[src/rtl/uart_tx_ctrl_pkg.sv]
// Shared definitions for the UART transmit frame sequencer.
//   tx_state_e        : sequencer state encoding, also exported for debug
//   UART_IDLE_LEVEL   : level of the serial line when no frame is in flight
//   *_MIN / *_MAX     : legal ranges for the DATA_BITS and STOP_BITS parameters
package uart_tx_ctrl_pkg;

    typedef enum logic [2:0] {
        ST_IDLE   = 3'd0,
        ST_ALIGN  = 3'd1,
        ST_START  = 3'd2,
        ST_DATA   = 3'd3,
        ST_PARITY = 3'd4,
        ST_STOP   = 3'd5
    } tx_state_e;

    localparam logic UART_IDLE_LEVEL = 1'b1;

    localparam int DATA_BITS_MIN = 5;
    localparam int DATA_BITS_MAX = 9;
    localparam int STOP_BITS_MIN = 1;
    localparam int STOP_BITS_MAX = 2;

endpackage

[src/rtl/uart_tx_ctrl_if.sv]
// Word handshake between a producer and the UART transmit sequencer.
//   tx_data   : word to send, DATA_BITS wide
//   tx_valid  : producer has a word on tx_data
//   tx_ready  : sequencer can accept a word
// Handshake: a word transfers on a rising clock edge where tx_valid and
// tx_ready are both 1. The producer holds tx_data stable while tx_valid is 1
// and not yet accepted; tx_ready does not depend combinationally on tx_valid.
// After the transfer edge the sequencer ignores tx_data and tx_valid until it
// raises tx_ready again.
interface uart_tx_ctrl_if #(
    parameter int DATA_BITS = 8
);
    logic [DATA_BITS-1:0] tx_data;
    logic                 tx_valid;
    logic                 tx_ready;

    modport master (
        output tx_data,
        output tx_valid,
        input  tx_ready
    );

    modport slave (
        input  tx_data,
        input  tx_valid,
        output tx_ready
    );
endinterface

[src/rtl/uart_tx_ctrl.sv]
// UART transmit frame sequencer.
// Serialises one word per handshake as: start bit, data bits LSB first,
// optional parity bit, stop bits. Every bit boundary is a baud_tick from the
// external 1x baud generator; the first tick after acceptance only aligns the
// start bit to the baud grid.
// Ports:
//   clk        : system clock
//   rst        : synchronous reset, active low
//   baud_tick  : one-clock pulse per bit period
//   bus        : word handshake (slave side: tx_data, tx_valid in; tx_ready out)
//   tx         : serial line, registered, idles high
//   tx_busy    : high from acceptance until the frame ends
//   tx_done    : one-clock pulse on the edge that ends the last stop bit
//   dbg_state  : current sequencer state
module uart_tx_ctrl
    import uart_tx_ctrl_pkg::*;
#(
    parameter int DATA_BITS  = 8,
    parameter int PARITY_EN  = 0,
    parameter int PARITY_ODD = 0,
    parameter int STOP_BITS  = 1
) (
    input  logic              clk,
    input  logic              rst,
    input  logic              baud_tick,
    uart_tx_ctrl_if.slave     bus,
    output logic              tx,
    output logic              tx_busy,
    output logic              tx_done,
    output tx_state_e         dbg_state
);

    localparam int BCW = $clog2(DATA_BITS);

    // An illegal parameter set instantiates a module that does not exist,
    // so elaboration stops instead of building a broken frame format.
    if (DATA_BITS < DATA_BITS_MIN || DATA_BITS > DATA_BITS_MAX ||
        STOP_BITS < STOP_BITS_MIN || STOP_BITS > STOP_BITS_MAX) begin : g_bad_param
        uart_tx_ctrl_illegal_parameter u_bad ();
    end

    tx_state_e            state_q;
    logic [DATA_BITS-1:0] shift_q;
    logic [DATA_BITS-1:0] shift_d;
    logic [BCW-1:0]       bit_cnt_q;
    logic [1:0]           stop_cnt_q;
    logic                 parity_q;
    logic                 parity_d;
    logic                 tx_q;
    logic                 ready_q;
    logic                 busy_q;
    logic                 done_q;

    assign parity_d = (^bus.tx_data) ^ 1'(PARITY_ODD);
    assign shift_d  = shift_q >> 1;

    always_ff @(posedge clk) begin
        if (!rst) begin
            state_q    <= ST_IDLE;
            shift_q    <= '0;
            bit_cnt_q  <= '0;
            stop_cnt_q <= '0;
            parity_q   <= 1'b0;
            tx_q       <= UART_IDLE_LEVEL;
            ready_q    <= 1'b1;
            busy_q     <= 1'b0;
            done_q     <= 1'b0;
        end else begin
            done_q <= 1'b0;
            case (state_q)
                // Ticks are ignored here, including one on the acceptance edge.
                ST_IDLE: begin
                    tx_q <= UART_IDLE_LEVEL;
                    if (bus.tx_valid && ready_q) begin
                        shift_q  <= bus.tx_data;
                        parity_q <= parity_d;
                        ready_q  <= 1'b0;
                        busy_q   <= 1'b1;
                        state_q  <= ST_ALIGN;
                    end
                end
                ST_ALIGN: begin
                    if (baud_tick) begin
                        tx_q    <= 1'b0;
                        state_q <= ST_START;
                    end
                end
                ST_START: begin
                    if (baud_tick) begin
                        tx_q      <= shift_q[0];
                        bit_cnt_q <= '0;
                        state_q   <= ST_DATA;
                    end
                end
                ST_DATA: begin
                    if (baud_tick) begin
                        if (bit_cnt_q == BCW'(DATA_BITS - 1)) begin
                            stop_cnt_q <= '0;
                            if (PARITY_EN != 0) begin
                                tx_q    <= parity_q;
                                state_q <= ST_PARITY;
                            end else begin
                                tx_q    <= UART_IDLE_LEVEL;
                                state_q <= ST_STOP;
                            end
                        end else begin
                            // Next bit on the line is the new LSB after the shift.
                            shift_q   <= shift_d;
                            tx_q      <= shift_d[0];
                            bit_cnt_q <= bit_cnt_q + BCW'(1);
                        end
                    end
                end
                ST_PARITY: begin
                    if (baud_tick) begin
                        tx_q       <= UART_IDLE_LEVEL;
                        stop_cnt_q <= '0;
                        state_q    <= ST_STOP;
                    end
                end
                ST_STOP: begin
                    if (baud_tick) begin
                        if (stop_cnt_q == 2'(STOP_BITS - 1)) begin
                            done_q  <= 1'b1;
                            busy_q  <= 1'b0;
                            ready_q <= 1'b1;
                            state_q <= ST_IDLE;
                        end else begin
                            stop_cnt_q <= stop_cnt_q + 2'd1;
                        end
                    end
                end
                default: begin
                    tx_q    <= UART_IDLE_LEVEL;
                    ready_q <= 1'b1;
                    busy_q  <= 1'b0;
                    state_q <= ST_IDLE;
                end
            endcase
        end
    end

    assign bus.tx_ready = ready_q;
    assign tx           = tx_q;
    assign tx_busy      = busy_q;
    assign tx_done      = done_q;
    assign dbg_state    = state_q;

endmodule

[src/flat_wrapper.sv]
// flat-port wrapper written by rule: the top's interface ports become plain ports
module uart_tx_ctrl_flat import uart_tx_ctrl_pkg::*;
#(
    parameter int DATA_BITS  = 8,
    parameter int PARITY_EN  = 0,
    parameter int PARITY_ODD = 0,
    parameter int STOP_BITS  = 1
)
  (clk, rst, baud_tick, tx, tx_busy, tx_done, dbg_state, bus_tx_data, bus_tx_valid, bus_tx_ready);
  uart_tx_ctrl_if #(.DATA_BITS(DATA_BITS)) bus_i ();
  input  logic clk;
  input  logic rst;
  input  logic baud_tick;
  output logic tx;
  output logic tx_busy;
  output logic tx_done;
  output tx_state_e dbg_state;
  input wire logic [$bits(bus_i.tx_data)-1:0] bus_tx_data;
  input wire logic [$bits(bus_i.tx_valid)-1:0] bus_tx_valid;
  output wire logic [$bits(bus_i.tx_ready)-1:0] bus_tx_ready;
  assign bus_i.tx_data = bus_tx_data;
  assign bus_i.tx_valid = bus_tx_valid;
  assign bus_tx_ready = bus_i.tx_ready;
  uart_tx_ctrl #(.DATA_BITS(DATA_BITS), .PARITY_EN(PARITY_EN), .PARITY_ODD(PARITY_ODD), .STOP_BITS(STOP_BITS)) u_core (.clk(clk), .rst(rst), .baud_tick(baud_tick), .bus(bus_i), .tx(tx), .tx_busy(tx_busy), .tx_done(tx_done), .dbg_state(dbg_state));
endmodule
[config.mk]
export PLATFORM = sky130hd
export DESIGN_NAME = uart_tx_ctrl_flat
export DESIGN_NICKNAME = d
export VERILOG_FILES = /design/src/rtl/uart_tx_ctrl_pkg.sv /design/src/rtl/uart_tx_ctrl_if.sv /design/src/rtl/uart_tx_ctrl.sv /design/src/flat_wrapper.sv
export SDC_FILE = /design/constraint.sdc
export NUM_CORES = 1
export LEC_CHECK = 0
export BUFFER_PORTS_ARGS = -buffer_cell sky130_fd_sc_hd__buf_2
export CAP_MARGIN = 20
export CORE_UTILIZATION = 48
export DETAILED_ROUTE_END_ITERATION = 7
export PLACE_DENSITY_LB_ADDON = 0.25
export SKIP_CTS_REPAIR_TIMING = 1
export SYNTH_ARGS = -nofsm -noshare
export SYNTH_HDL_FRONTEND = slang
export SYNTH_SLANG_ARGS = --single-unit
[constraint.sdc]
create_clock -name clk -period 1.49 [get_ports clk]
set_input_delay 0.149 -clock clk [delete_from_list [all_inputs] [get_ports clk]]
set_output_delay 0.149 -clock clk [all_outputs]
set_load 0.1 [all_outputs]
* After elaboration in Yosys (flattened, before gate mapping)
Index checks and enable logic that the tools add are counted.
Cells by class: reduce and logical (&&, ||, !) cells 14, mux-type cells 38, add/subtract/negate cells 2, bitwise gates (word level) 2, equality and inequality tests 16
Operators by type and width (number):
- two-way mux 3 bit | 11
- two-way mux 8 bit | 3
- one-hot mux 3 bit (6 select lines) | 1
- one-hot mux 8 bit (2 select lines) | 1
- != test 2 bit (second input constant) | 7
- two-way mux 1 bit | 12
- AND reduction 4 bit | 3
- two-way mux 2 bit | 5
- equality test 3 bit (second input constant) | 3
- AND reduction 8 bit | 1
- equality test 3 x 2 -> 1 bit (second input constant) | 2
- != test 2 x 1 -> 1 bit (second input constant) | 3
- one-hot mux 1 bit (3 select lines) | 2
- one-hot mux 2 bit (3 select lines) | 1
- one-hot mux 3 bit (2 select lines) | 1
- AND reduction 6 bit | 1
- one-hot mux 1 bit (5 select lines) | 1
- AND reduction 5 bit | 1
- nonzero test 2 bit | 2
- OR reduction 4 bit | 1
- adder 3 x 1 -> 3 bit (second input constant) | 1
- equality test 3 x 1 -> 1 bit (second input constant) | 1
- zero test 3 bit | 1
- AND reduction 3 bit | 1
- other kinds (5) | 6
Storage, ports and cells: input port bits 12, register bits after elaboration 20, output and inout bits 7, word-level logic and storage cells 80

* Logic depth before layout (Yosys ltp)
Gate-level depths: netlist of run 1.
depth after elaboration 4, mapped depth 6

* Worst setup path after synthesis of run 1
OpenSTA, ideal clock, no wires.
kind reg2reg, start register u_core.state_q[0] (netlist: u_core.dbg_state[0]), end register u_core.shift_q[2], cell stages (with the launch flop) 7, arrival 1.968 ns, data required time 1.374 ns, slack -0.594 ns, library setup time 0.116 ns, period minus slack after synthesis 2.084 ns, cell sequence dfxtp_1 > buf_6 > nand3b_2 > o32ai_4 > buf_6 > nand2_1 > o211a_1
Between the ends: cells in the longest elaborated chain, start to end 3, elaborated cells between the ends (all ways) 8
RTL lines:
- start: declaration | RTL line uart_tx_ctrl.sv:42 | tx_state_e state_q;
- start signal: assignment | RTL line uart_tx_ctrl.sv:59 | state_q <= ST_IDLE;
- start signal: assignment | RTL line uart_tx_ctrl.sv:79 | state_q <= ST_ALIGN;
- start signal: assignment | RTL line uart_tx_ctrl.sv:85 | state_q <= ST_START;
- equality test 3 x 2 -> 1 bit / zero test 3 bit (equally long branches) | RTL line uart_tx_ctrl.sv:70 | case (state_q)
- != test 2 bit (no source line) (tied with other cells)
- AND reduction 4 bit (no source line)
- end signal: assignment | RTL line uart_tx_ctrl.sv:75 | shift_q <= bus.tx_data;
- end signal: assignment | RTL line uart_tx_ctrl.sv:108 | shift_q <= shift_d;
- end: declaration | RTL line uart_tx_ctrl.sv:43 | logic [DATA_BITS-1:0] shift_q;
Several ways; a longest one is shown, not always the timed one. A chain may end at the register's enable or synchronous reset.

* Worst setup path after layout of run 1
start register u_core.state_q[2] (netlist: u_core.dbg_state[2]), end register u_core.shift_q[3]
The elaborated chain is that of the path after synthesis.

==> results_dict.tcl, run 1 <==
set metrics [dict create \
    final_worst_path_cycle_share 0.9582 \
    die_height_um 49.05 \
    outcome "complete, no violations" \
    yosys.cell_types.count 36 \
    layout.cells.most_common "buf_2" \
    placement.setup.worst_slack_ps -18.21 \
    worst_skew_pair.late_latency_ps 310 \
    cts.clk_slew.worst_paths_ps 120 \
    wirelength_um 2109 \
    syn_avg_cell_area_sq_um 9.485 \
    place_inst 156 \
    detail_route.first_pass.iterations 4 \
    final.fill_count 161 \
    layout-area-overhead-vs-synth_pct 26.74 \
    layout_common_cells "16 x buf_2, 14 x nand2_1, 14 x dfxtp_1, 10 x mux2i_1, 8 x buf_4" \
    routed_wire_length_per_instance_um 12.86 \
    gr-total-overflow 0 \
    final.hold.worst_slack_ps 154.5 \
    netlist.top_cell.by_area "dfxtp_1" \
    cts-root-to-sink-buffers 2 \
    place_area_sq_um 1217 \
    antenna_found_initial 0 \
    area_of_all_placed_cells_without_fillers_sq_um 1346 \
    netlist_area_sq_um 1062 \
    core.rowCount 16 \
    via_per_inst 5.622 \
    fin_total_pwr_mw 1.379 \
    p_leak_nw 0.6657 \
    vias_after_detailed_routing 922 \
    floorplan.die.width_um 49.05 \
    crit_arrival_ps 1700 \
    post_synth_main_area_contributors "dfxtp_1 38%, mux2i_1 9.4%, o211a_1 6.6%, nand2_1 4.9%, nor2b_1 4.1%" \
    min-delay-path-class "in2reg" \
    insertedDiodeCount 0 \
    tritoncts_buffer_count 3 \
    drt_first_iter_violations 21 \
    antenna_left 0 \
    crit_type "reg2reg" \
    clock_sink_count 20 \
    worst_ir_drop_vdd_mv 0.7426 \
    post_synth_edffs 0 \
    netlist_instances 112 \
    register_area_share_after_synthesis 0.3769 \
    endpoint_kind "register" \
    ratio_of_cells_with_drive_above_1_in_the_final_layout 0.3358 \
    first_global_vias 828 \
    setup-violations-final 0 \
    dieArea_sq_um 2405 \
    synth-async-reset-ratio 0 \
    cp_data_required_time_ps 1760 \
    maxSlewViolCount 0 \
    timing.slew.headroom 0.6772 \
    grt_pass1_wl_um 3498 \
    synth.ff_latch_count 20 \
    place.port_buffers 18 \
    drv.max_cap_violation_count 0 \
    clock_tree.root_cell "clkbuf_4" \
    num_io_pins 19 \
    tritoncts "yes" \
    fin_nets 153 \
    finalCoreUtilization 0.6658 \
    max_freq_mhz 700.4 \
    setup.worst_path.start_class "register" \
    hpwlAfterDp_um 1451 \
    fin_worst_skew_ps 6.801 \
    stdcell_count 164 \
    worst_pin_slew_ps 487.6 \
    crit_path_max_fanout 7 \
    yosys_most_used_dff "dfxtp_1" \
    area_of_the_placeable_core_sq_um 2022 \
    synth.net_count 127 \
    power_density_nw_per_um2 1024 \
    hold_viol 0 \
    globalplace.congestion 0.8317 \
    cts_max_level 1 \
    drt_drc_violations_left 0 \
    yosys_warnings 0 \
    groute.usage.overall 0.1905 \
    min_period_ps 1428 \
    setup_total_negative_slack_ps 0 \
    worst_slack_ps 62.29 \
    synth_largest_type_area_fraction 0.3769 \
    grt_start_max_net_pins 21 \
    start_util 0.5254 \
    rsz0062_at_grt "true" \
]
==> registers in the layout, summed over array words and instances, names as in the netlist <==
name	flops
u_core.dbg_state	3
u_core.tx_done	1
u_core.bus.tx_ready	1
u_core.shift_q	8
u_core.tx_busy	1
u_core.bit_cnt_q	3
u_core.tx	1
u_core.stop_cnt_q	2
==> path summary, 6_finish.rpt <==
kind	start	endpoint	slack, ps	depth (start not counted)
worst max-delay path	u_core.dbg_state[2]	u_core.shift_q[3]	60	5
worst min-delay path	rst	u_core.tx	150	2
worst max register to register	u_core.dbg_state[2]	u_core.shift_q[3]	60	5
worst min register to register	u_core.stop_cnt_q[1]	u_core.stop_cnt_q[1]	510	1
==> Yosys cell counts (2+ instances only) <==
library cell  instances
a21oi_1               2
o211a_1               7
nor2b_1               7
ha_1                  3
dfxtp_1              20
and2_0                2
nor2_1                5
clkbuf_1              3
a22oi_1               3
buf_6                 3
nand2_1              14
nor3b_1               2
inv_1                 5
o21ai_0               5
mux2i_1              10
==> final cells by class <==
| class | count | area, sq um | area share |
|---|---|---|---|
| clock buffer | 4 | 47.55 | 0.03532 |
| inverter | 5 | 18.77 | 0.01394 |
| sequential | 20 | 415.4 | 0.3086 |
| timing repair buffer | 29 | 211.5 | 0.1571 |
| multi-input combinational | 79 | 619.3 | 0.4600 |
| tap | 27 | 33.78 | 0.02509 |
==> critical path, cell delays in order, from the launching register on <==
cell and delay [ps]:
dfxtp_4 370, or3_4 400, o32ai_4 170, buf_4 180, clkbuf_16 130, o211a_1 130
==> layer usage <==
| layer | track usage | routed length [um] |
|---|---|---|
| met2 | 0.3056 | 976 |
| met4 | 0.08824 | 53 |
| met3 | 0.05296 | 113 |
| met1 | 0.2355 | 965 |
| met5 | 0 | 0 |
==> report_power, final <==
| group | switching (mW) | total [mW] | internal [mW] |
|---|---|---|---|
| Sequential | 0.0296 | 0.608 | 0.579 |
| Combinational | 0.235 | 0.384 | 0.149 |
| Clock | 0.181 | 0.386 | 0.205 |
==> cell families after synthesis <==
family | after synthesis | synth area share
buf+inv | 13 | 0.07185
mux | 10 | 0.09423
simple gates | 37 | 0.1861
fa+ha+maj | 3 | 0.03534
compound gates | 29 | 0.2356
flops | 20 | 0.3769
(Power assumes the default switching activity.)
==> run 2, diff against run 1 <==
- RECOVER_POWER: default -> 50
==> results_dict.tcl, run 2 (synthesized netlist as in run 1, its figures left out) <==
set metrics [dict create \
    gr-total-overflow 0 \
    globalplace.congestion 0.8317 \
    netSwitchingPower_mw 0.4465 \
    clock_sink_count 20 \
    crit_family "simple AND/OR/NAND/NOR gates" \
    cts_max_level 1 \
    power_density_nw_per_um2 1024 \
    insertedDiodeCount 0 \
    cts.clk_slew.worst_paths_ps 120 \
    place_area_sq_um 1217 \
    critPathSlowestCell "or3_4" \
    hpwlAfterDp_um 1451 \
    layout-area-overhead-vs-synth_pct 26.74 \
    fin_total_pwr_mw 1.379 \
    power.share.switching 0.3238 \
    int_power_mw 0.9326 \
    wirelength_um 2109 \
    place.port_buffers 18 \
    timing.slew.headroom 0.6426 \
    first_global_vias 828 \
    clock_power_frac 0.280 \
    max_freq_mhz 700.3 \
    crit_chain "or3_4 > o32ai_4 > buf_4 > clkbuf_16 > o211a_1" \
    min_period_ps 1428 \
    drv.max_cap_violation_count 0 \
    tritoncts "yes" \
    rsz0062_at_grt "true" \
    vias_after_detailed_routing 920 \
    seq_power_share 0.441 \
    ratio_of_cells_with_drive_above_1_in_the_final_layout 0.3358 \
    grt_pass1_wl_um 3498 \
    hold_viol 0 \
    fin_nets 153 \
    setup.worst_path.start_class "register" \
    min-delay-path-class "in2reg" \
    grt_start_max_net_pins 21 \
    p_leak_nw 0.6663 \
    groute.usage.overall 0.1905 \
    cts-root-to-sink-buffers 2 \
    worst_pin_slew_ps 538.4 \
    die_height_um 49.05 \
    outcome "complete, no violations" \
    antenna_found_initial 0 \
    tritoncts_buffer_count 3 \
    hold-path-cell-count 2 \
    drt_first_iter_violations 21 \
    start_util 0.5254 \
    num_io_pins 19 \
    core.rowCount 16 \
    fin_worst_skew_ps 6.646 \
    worst_ir_drop_vdd_mv 0.7427 \
    crit_arrival_ps 1700 \
    reg2reg_path_depth 5 \
    drt_drc_violations_left 0 \
    area_of_the_placeable_core_sq_um 2022 \
    critPathMaxStageDelay_ps 400 \
    largest_reg_flops 8 \
    wp_depth 5 \
    endpoint_kind "register" \
    setup-violations-final 0 \
    via_per_inst 5.610 \
    top_register "u_core.shift_q" \
    routed_wire_length_per_instance_um 12.86 \
    crit_path_max_fanout 7 \
    layout_common_cells "14 x nand2_1, 14 x dfxtp_1, 12 x buf_2, 10 x mux2i_1, 8 x buf_4" \
    clock_tree.root_cell "clkbuf_4" \
    antenna_left 0 \
    share_comb_of_total_power 0.278 \
    dieArea_sq_um 2405 \
    detail_route.first_pass.iterations 4 \
    crit_type "reg2reg" \
    worst_skew_pair.late_latency_ps 310 \
    final_worst_path_cycle_share 0.9583 \
    cp_data_required_time_ps 1760 \
    area_of_all_placed_cells_without_fillers_sq_um 1346 \
    maxSlewViolCount 0 \
    floorplan.die.width_um 49.05 \
    number_of_buffer_and_inverter_instances_along_the_worst_setup_path 2 \
]
-- run 2: changes by cell type in the layout (fill, tap and decap cells not counted), sizes merged --
cell,change
clkbuf,+4
buf,-4
-- run 2: layout make-up --
class	instances	area, sq um
repair buffers	29	211.5
flip-flops and latches	20	415.4
clock buffers	4	47.55
fillers	161	675.6
multi-input cells	79	619.3
well taps	27	33.78
inverters	5	18.77
-- run 2: power groups by stage --
stage | combinational, mW | clock [mW] | sequential [mW]
after floorplan | 0.177 | 0 | 0.728
after global placement | 0.350 | 0 | 0.617
after detailed placement | 0.354 | 0 | 0.620
after CTS | 0.355 | 0.403 | 0.608
after global routing | 0.412 | 0.426 | 0.614
final | 0.384 | 0.386 | 0.609
-- run 2: worst reg2reg max path: cells and delay by family, from the launching register on --
family,cells,cell delay (ps)
buffers and inverters,2,310
AOI/OAI and AO/OA,2,300
DFF,1,370
and+or+nand+nor,1,400
-- run 2: final timing paths --
kind                             start              endpoint  slack (ps)
setup / recovery   u_core.dbg_state[2]     u_core.shift_q[3]          60
hold / removal                     rst             u_core.tx         150
setup reg to reg   u_core.dbg_state[2]     u_core.shift_q[3]          60
hold reg to reg   u_core.stop_cnt_q[1]  u_core.stop_cnt_q[1]         510
-- run 2: per-layer routing --
layer  vias up  part of all wire  track usage
met3         7             0.053      0.05296
met2        23              0.46       0.3056
met5         -                 0            0
met4         0             0.025      0.08824
li1        450                 -            -
met1       440              0.46       0.2355
-- run 2: stage by stage --
stage               std cells  hold slack, ps  TNS (ps)  worst slack (ps)    util
finish                    164           154.5         0             62.06  0.6658
global placement          156           479.2         0             26.42  0.6021
global route              164           166.1    -40.86            -25.70  0.6658
detailed placement        156           491.0    -18.21            -18.21  0.6021
floorplan                 112           308.1    -164.5            -53.82       -
CTS                       160           154.6    -36.89            -36.89  0.6256
==> run 3, diff against run 2 <==
- REMOVE_ABC_BUFFERS: default -> 1
==> results_dict.tcl, run 3 (synthesized netlist as in run 1, its figures left out) <==
set metrics [dict create \
    outcome "complete, no violations" \
    clock_tree.root_cell "clkbuf_4" \
    tritoncts "yes" \
    layout.cells.most_common "dfxtp_1" \
    crit_type "reg2reg" \
    layout_common_cells "16 x dfxtp_1, 15 x buf_2, 14 x nand2_1, 10 x mux2i_1" \
    min_period_ps 1434 \
    power_density_nw_per_um2 952.0 \
    seq_power_share 0.492 \
    fin_nets 151 \
    drt_first_iter_violations 20 \
    crit_path_max_fanout 15 \
    cts.clk_slew.worst_paths_ps 110 \
    final_worst_path_cycle_share 0.9622 \
    netSwitchingPower_mw 0.4246 \
    timing.slew.headroom 0.6797 \
    crit_arrival_ps 1630 \
    placement.setup.worst_slack_ps -57.16 \
    share_comb_of_total_power 0.306 \
    worst_pin_slew_ps 483.8 \
    clock_sink_count 20 \
    rsz0062_at_grt "true" \
    globalplace.congestion 0.8257 \
    groute.usage.overall 0.2037 \
    area_of_the_placeable_core_sq_um 2022 \
    place.port_buffers 18 \
    num_io_pins 19 \
    vias_after_detailed_routing 898 \
    dieArea_sq_um 2405 \
    top_register "u_core.shift_q" \
    start_util 0.5254 \
    cp_data_required_time_ps 1690 \
    critPathSlowestCell "or3_4" \
    largest_reg_flops 8 \
    min-delay-path-class "in2reg" \
    endpoint_kind "register" \
    regArea_sq_um 405.4 \
    antenna_left 0 \
    stdcell_count 161 \
    critPathMaxStageDelay_ps 400 \
    setup-violations-final 0 \
    insertedDiodeCount 0 \
    antenna_found_initial 0 \
    place_area_sq_um 1231 \
    multi_input_gate_area_in_the_final_layout_sq_um 619.3 \
    fin_worst_skew_ps 1.728 \
    place_inst 157 \
    worst_slack_ps 56.26 \
    number_of_buffer_and_inverter_instances_along_the_worst_setup_path 1 \
    first_global_vias 816 \
    wirelength_um 2229 \
    grt_pass1_wl_um 3698 \
    detail_route.first_pass.iterations 4 \
    floorplan.die.width_um 49.05 \
    die_height_um 49.05 \
    hold_viol 0 \
    drt_drc_violations_left 0 \
    clock_power_frac 0.202 \
    setup.worst_path.start_class "register" \
    hpwlAfterDp_um 1576 \
    crit_family "simple AND/OR/NAND/NOR gates" \
    power.share.switching 0.3415 \
    cts-root-to-sink-buffers 2 \
    p_leak_nw 0.6417 \
    layout-area-overhead-vs-synth_pct 22.97 \
    drv.max_cap_violation_count 0 \
    final.fill_count 179 \
    routed_wire_length_per_instance_um 13.84 \
    area_of_all_placed_cells_without_fillers_sq_um 1306 \
    int_power_mw 0.8190 \
    gr-total-overflow 0 \
    maxSlewViolCount 0 \
    cts_max_level 1 \
    crit_chain "or3_4 > o32ai_4 > buf_12 > mux2i_1 > nor2b_1" \
    worst_skew_pair.late_latency_ps 290 \
    grt_start_max_net_pins 21 \
    max_freq_mhz 697.5 \
    core.rowCount 16 \
    tritoncts_buffer_count 3 \
    worst_ir_drop_vdd_mv 0.7594 \
    via_per_inst 5.578 \
    ratio_of_cells_with_drive_above_1_in_the_final_layout 0.3134 \
]
## run 3: worst paths after layout
check,startpoint,to,slack (ps),cells past startpoint
setup reg to reg,u_core.dbg_state[0],u_core.shift_q[7],60,5
hold reg to reg,u_core.stop_cnt_q[1],u_core.stop_cnt_q[1],500,1
hold / removal,rst,u_core.tx,180,2
setup / recovery,u_core.dbg_state[0],u_core.shift_q[7],60,5
## run 3: final cells by class
| type | count | share of cell area |
|---|---|---|
| inverters | 5 | 0.01437 |
| clock buffers | 3 | 0.01724 |
| repair buffers | 27 | 0.1580 |
| multi-input cells | 79 | 0.4741 |
| flip-flops and latches | 20 | 0.3103 |
| well taps | 27 | 0.02586 |
## run 3: routing by layer
layer	vias to the layer above	global-route usage	routed length, um	share of wire
met5	-	0	0	0
met4	0	0.09314	24	0.011
met3	2	0.04050	87	0.039
met2	25	0.3519	1148	0.52
met1	421	0.2413	969	0.43
li1	450	-	-	-
## run 3: stage by stage
stage	power (mW)	hold WS [ps]	utilization	setup TNS, ps
after global placement	0.9846	476.1	0.6089	-18.94
after floorplan	0.8744	210.9	-	-13910
after detailed placement	0.9984	486.0	0.6089	-68.39
after CTS	1.251	172.4	0.6201	-209.7
after global routing	1.310	192.5	0.6460	-27.06
final	1.244	177.0	0.6460	0
## run 3: power groups by stage
| stage | Combinational [mW] | Sequential, mW | Clock [mW] |
|---|---|---|---|
| 6_report | 0.380 | 0.612 | 0.251 |
| 2_1_floorplan | 0.139 | 0.736 | 0 |
| 5_1_grt | 0.407 | 0.618 | 0.285 |
| 3_3_place_gp | 0.368 | 0.616 | 0 |
| 3_5_place_dp | 0.378 | 0.620 | 0 |
| 4_1_cts | 0.380 | 0.608 | 0.263 |
